`config.mk`:
```
export PLATFORM = sky130hd
export DESIGN_NAME = mem_arbiter
export DESIGN_NICKNAME = d
export VERILOG_FILES = /design/src/rtl/mem_arbiter.sv
export SDC_FILE = /design/constraint.sdc
export NUM_CORES = 1
export LEC_CHECK = 0
export BUFFER_PORTS_ARGS = -buffer_cell sky130_fd_sc_hd__buf_2
export CAP_MARGIN = 5
export CORE_MARGIN = 2
export CORE_UTILIZATION = 50
export CTS_CLUSTER_DIAMETER = 150
export DETAILED_ROUTE_END_ITERATION = 6
export GPL_TIMING_DRIVEN = 1
export MAX_ROUTING_LAYER = met4
export PLACE_DENSITY = 0.92
export SLEW_MARGIN = 20
export SYNTH_ARGS = -nofsm -noshare
export SYNTH_HDL_FRONTEND = slang
export SYNTH_SLANG_ARGS = --single-unit
```
`constraint.sdc`:
```
create_clock -name clk -period 5.9 [get_ports clk]
set_clock_uncertainty 0.2 [all_clocks]
set_input_delay 0.59 -clock clk [delete_from_list [all_inputs] [get_ports clk]]
set_output_delay 0.59 -clock clk [all_outputs]
set_load 0.005 [all_outputs]
```
`src/rtl/mem_arbiter.sv`:
```
// Shares one single-ported RAM between instruction fetch and data access.
// Round-robin on ties, fixed RAM read latency, one-cycle ready pulses.
module mem_arbiter #(
  parameter int ADDR_W  = 9,
  parameter int DATA_W  = 32,
  parameter int RAM_LAT = 1
) (
  input  logic              clk,
  input  logic              nRST,
  input  logic              i_req,
  input  logic [ADDR_W-1:0] i_addr,
  output logic              i_ready,
  output logic [DATA_W-1:0] i_rdata,
  input  logic              d_ren,
  input  logic              d_wen,
  input  logic [ADDR_W-1:0] d_addr,
  input  logic [DATA_W-1:0] d_wdata,
  output logic              d_ready,
  output logic [DATA_W-1:0] d_rdata,
  output logic [ADDR_W-1:0] ram_addr,
  output logic              ram_ren,
  output logic              ram_wen,
  output logic [DATA_W-1:0] ram_wdata,
  input  logic [DATA_W-1:0] ram_rdata,
  output logic              busy
);

  localparam int CNT_W = $clog2(RAM_LAT + 1);

  typedef enum logic [1:0] {S_IDLE, S_ISSUE, S_WAIT, S_DONE} state_t;
  typedef enum logic {G_FETCH, G_DATA} grant_t;

  state_t              state_q, state_d;
  grant_t              last_q, last_d;
  grant_t              port_q, port_d;
  grant_t              pick;
  logic                wr_q, wr_d;
  logic [ADDR_W-1:0]   addr_q, addr_d;
  logic [DATA_W-1:0]   wdata_q, wdata_d;
  logic [CNT_W-1:0]    cnt_q, cnt_d;
  logic [DATA_W-1:0]   i_rdata_q, i_rdata_d;
  logic [DATA_W-1:0]   d_rdata_q, d_rdata_d;
  logic                d_req;

  assign d_req = d_ren | d_wen;

  always_ff @(posedge clk or negedge nRST) begin
    if (!nRST) begin
      state_q   <= S_IDLE;
      last_q    <= G_DATA;
      port_q    <= G_FETCH;
      wr_q      <= 1'b0;
      addr_q    <= '0;
      wdata_q   <= '0;
      cnt_q     <= '0;
      i_rdata_q <= '0;
      d_rdata_q <= '0;
    end else begin
      state_q   <= state_d;
      last_q    <= last_d;
      port_q    <= port_d;
      wr_q      <= wr_d;
      addr_q    <= addr_d;
      wdata_q   <= wdata_d;
      cnt_q     <= cnt_d;
      i_rdata_q <= i_rdata_d;
      d_rdata_q <= d_rdata_d;
    end
  end

  always_comb begin
    state_d   = state_q;
    last_d    = last_q;
    port_d    = port_q;
    wr_d      = wr_q;
    addr_d    = addr_q;
    wdata_d   = wdata_q;
    cnt_d     = cnt_q;
    i_rdata_d = i_rdata_q;
    d_rdata_d = d_rdata_q;
    pick      = G_FETCH;
    unique case (state_q)
      S_IDLE: begin
        if (i_req || d_req) begin
          if (i_req && d_req) pick = (last_q == G_DATA) ? G_FETCH : G_DATA;
          else                pick = i_req ? G_FETCH : G_DATA;
          port_d  = pick;
          last_d  = pick;
          state_d = S_ISSUE;
          if (pick == G_FETCH) begin
            addr_d = i_addr;
            wr_d   = 1'b0;
          end else begin
            addr_d  = d_addr;
            wr_d    = d_wen;   // ren+wen together is a plain write
            wdata_d = d_wdata;
          end
        end
      end
      S_ISSUE: begin
        if (wr_q) begin
          state_d = S_DONE;
        end else begin
          cnt_d   = CNT_W'(RAM_LAT - 1);
          state_d = S_WAIT;
        end
      end
      S_WAIT: begin
        if (cnt_q == '0) begin
          if (port_q == G_FETCH) i_rdata_d = ram_rdata;
          else                   d_rdata_d = ram_rdata;
          state_d = S_DONE;
        end else begin
          cnt_d = cnt_q - CNT_W'(1);
        end
      end
      S_DONE: state_d = S_IDLE;
      default: state_d = S_IDLE;
    endcase
  end

  assign ram_addr  = addr_q;
  assign ram_wdata = wdata_q;
  assign ram_ren   = (state_q == S_ISSUE) && !wr_q;
  assign ram_wen   = (state_q == S_ISSUE) &&  wr_q;
  assign i_ready   = (state_q == S_DONE) && (port_q == G_FETCH);
  assign d_ready   = (state_q == S_DONE) && (port_q == G_DATA);
  assign i_rdata   = i_rdata_q;
  assign d_rdata   = d_rdata_q;
  assign busy      = (state_q != S_IDLE);

endmodule
```
==> impl_results.md <==
* Post-Layout Cell Count at 596
* Die area at 9670 um2
* Net Switching at 1.02 mW
* Synth area leaders: dfrtp_1 61%, mux2_2 16%, mux2_4 9.8%, a31oi_1 1.5%, o21ai_0 1.5%
* Worst path top cell family by delay: compound AO/OA/AOI/OAI gates
* Setup TNS at 0 ns
* Area grow syn2layout at 28.0%
* Crit-path cells: inv_1, ha_1, o31ai_4, a21oi_4, buf_4, mux2_2
* Final nets at 574
* CTS max path bufs at 2
* Yosys reg bits at 110
* Reg-to-reg startpoint: state_q[0]$_DFFE_PN0P_
* Die height at 98.3 um
* Hold WS at 0.00373 ns
* Vias at 3080
* Fin worst setup slack at 3.14 ns
* Vias in the first global route at 3090
* VDD IR max at 0.220 mV
* Worst Tran Pin Value at 0.791 ns
* Combinational Power Share at 0.426
* # setup viols final at 0
* Synth Flop Type: dfrtp_1
* Power Dens Cells at 547 nW/um2
* Final worst-path cycle share at 0.468
* Reg power frac at 0.436
* Tmin final at 2.76 ns
* Fillers at 632
* Share of post-route cells with drive strength above 1 at 0.645
* Mapped cell area at 4450 um2
* DRT iter0 DRCs at 53
* Crit path capture type: register
* Core Region at 8680 um2
* Cell count of the worst reg-to-reg path at 6
* Syn_nets at 378
* Htree depth at 3
* Yosys warns at 0
* Post_cts resized at 0
* Yosys cell types at 24
* Max-Cap Viols at 0
* Clk pin slew, worst setup/hold paths at 0.12 ns
* Vias per std cell at 5.17
* Syn Inst Count at 287
* Switching share of power at 0.326
* Critical path buffer and inverter count at 2
* Post-CTS setup buffers at 0
* Max Freq at 0.362 GHz
* Drt first pass iters at 4
* Leakage at 2.79 nW
* Crit path kind: register to register
* Clk sinks at 110
* First-pass GRT wire length at 15400 um
* Clk_lat worst skew at 0.35 ns
* Startpoint type of the worst setup path: register
* Port bufs at 196
* Hold Buf Count CTS at 0
* Routed Antenna Nets at 0
* Largest net degree at the start of global routing at 66
* Critical Path RT at 5.93 ns
* Num CTS Buffers at 9
* Final number of max-transition violations at 0
* Row count at 34
* Top cells by count, synth: 109 x dfrtp_1, 65 x mux2_2, 29 x mux2_4
* Post-synth top area share at 0.613
* DPL Wire Length at 7220 um
* CP Data Arrival Time at 2.79 ns
* Worst slew margin at 0.473
* Top-count cell post-synth: dfrtp_1
* Area leader, netlist: dfrtp_1
* Worst reg2reg setup slack at 3.14 ns
* Drt wl/cell at 16.3 um
* Synth async-reset ratio at 1.00
* CP max stage delay at 0.49 ns
* Antenna fix cells at 0
* Worst min path class: input port to asynchronous set/reset pin
* Final core utilization at 0.656
* GRT Resource Usage Total at 0.204
* Root buf cell: clkbuf_8
* EDFF count, synth at 0
* Worst-path fanout max at 22
* IO Count at 197
* Worst reg2reg path endpoint: ram_wdata[2]$_DFFE_PN0P_
* Status: completed
* Final Hold Violating Endpoints at 0
* Initial antenna violation count at 0
* Pint at 2.10 mW
* Placer Congestion at 0.804
* Sequential fraction of the synthesis area at 0.619
* RSZ-0062 raised after global routing: no
* Total wire length at 9710 um
* Die width at 98.3 um
* Post-place setup slack at 3.14 ns
* Drc violations at 0
* Avg Cell Area, Syn at 15.5 um2
* Total gr overflow at 0
* Clock power frac at 0.138
* CP max-delay cell: a21oi_4
* CTS tree: built
* Starting Density at 0.513
* # placed instances at 580
## placed cells by master (no fill, tap or decap), types with 5 or more instances in the layout
| cell type | netlist | routed |
|---|---|---|
| buf_4 | 0 | 5 |
| clkbuf_8 | 0 | 9 |
| dfrtp_1 | 109 | 109 |
| o21ai_0 | 13 | 13 |
| buf_2 | 8 | 195 |
| mux2_2 | 65 | 65 |
| mux2_4 | 29 | 29 |
| a21oi_1 | 9 | 9 |
| nor2_1 | 11 | 11 |
| a31oi_1 | 11 | 11 |
## worst max path at each step
stage / start / end / slack, ns / cells after the start
6_report: state_q[0]$_DFFE_PN0P_ / ram_wdata[2]$_DFFE_PN0P_ / 3.14 / 6
5_1_grt: state_q[1]$_DFFE_PN0P_ / ram_wdata[2]$_DFFE_PN0P_ / 2.98 / 6
4_1_cts: state_q[1]$_DFFE_PN0P_ / ram_wdata[2]$_DFFE_PN0P_ / 3.12 / 6
3_5_place_dp: state_q[1]$_DFFE_PN0P_ / ram_wdata[2]$_DFFE_PN0P_ / 3.14 / 6
3_3_place_gp: i_req / ram_wdata[2]$_DFFE_PN0P_ / 3.28 / 5
2_1_floorplan: state_q[0]$_DFFE_PN0P_ / ram_wdata[10]$_DFFE_PN0P_ / 3.99 / 6
## state kept, by name, summed over array words and instances (netlist names)
name       cells
d_rdata       32
i_rdata       32
last_q         1
port_q         1
ram_addr       9
ram_wdata     32
state_q        2
wr_q           1
## power groups by stage
| stage | logic (mW) | clock network, mW | registers [mW] |
|---|---|---|---|
| floorplan | 0.761 | 0 | 1.38 |
| global placement | 1.29 | 0 | 1.34 |
| detailed placement | 1.35 | 0 | 1.37 |
| CTS | 1.35 | 0.446 | 1.36 |
| global route | 1.44 | 0.473 | 1.41 |
| finish | 1.33 | 0.431 | 1.36 |
## routing by layer
metal	up-vias	GRT usage	share of wire
met3	12	0.0394	0.065
met1	1512	0.267	0.43
li1	1406	-	-
met5	-	-	0
met2	150	0.324	0.49
met4	0	0.0632	0.014
## per-stage QoR
| step | total power [mW] | cell area (um2) |
|---|---|---|
| global placement | 2.63 | 5510 |
| floorplan | 2.14 | 4450 |
| CTS | 3.15 | 5700 |
| finish | 3.12 | 5700 |
| detailed placement | 2.72 | 5510 |
| global route | 3.32 | 5700 |
## layout make-up
type / count / area, um2 / area share
flip-flops and latches: 110 / 2750 / 0.484
multi-input cells: 158 / 1590 / 0.279
repair buffers: 200 / 1010 / 0.178
well taps: 108 / 135 / 0.0237
clock buffers: 10 / 128 / 0.0224
clock inverters: 6 / 62.6 / 0.0110
inverters: 4 / 15.0 / 0.00264
## kinds of logic (layout without fill, tap and decap cells)
group / count (synthesis) / count (layout) / share of synthesized area
flip-flops: 110 / 110 / 0.619
AO/OA/AOI/OAI: 39 / 39 / 0.0574
multiplexers: 96 / 96 / 0.267
buffers and inverters: 19 / 220 / 0.0250
AND/OR/NAND/NOR: 19 / 19 / 0.0202
adder cells (fa/ha/maj): 4 / 4 / 0.0112
Note: power is estimated with default switching activity, not from simulation.
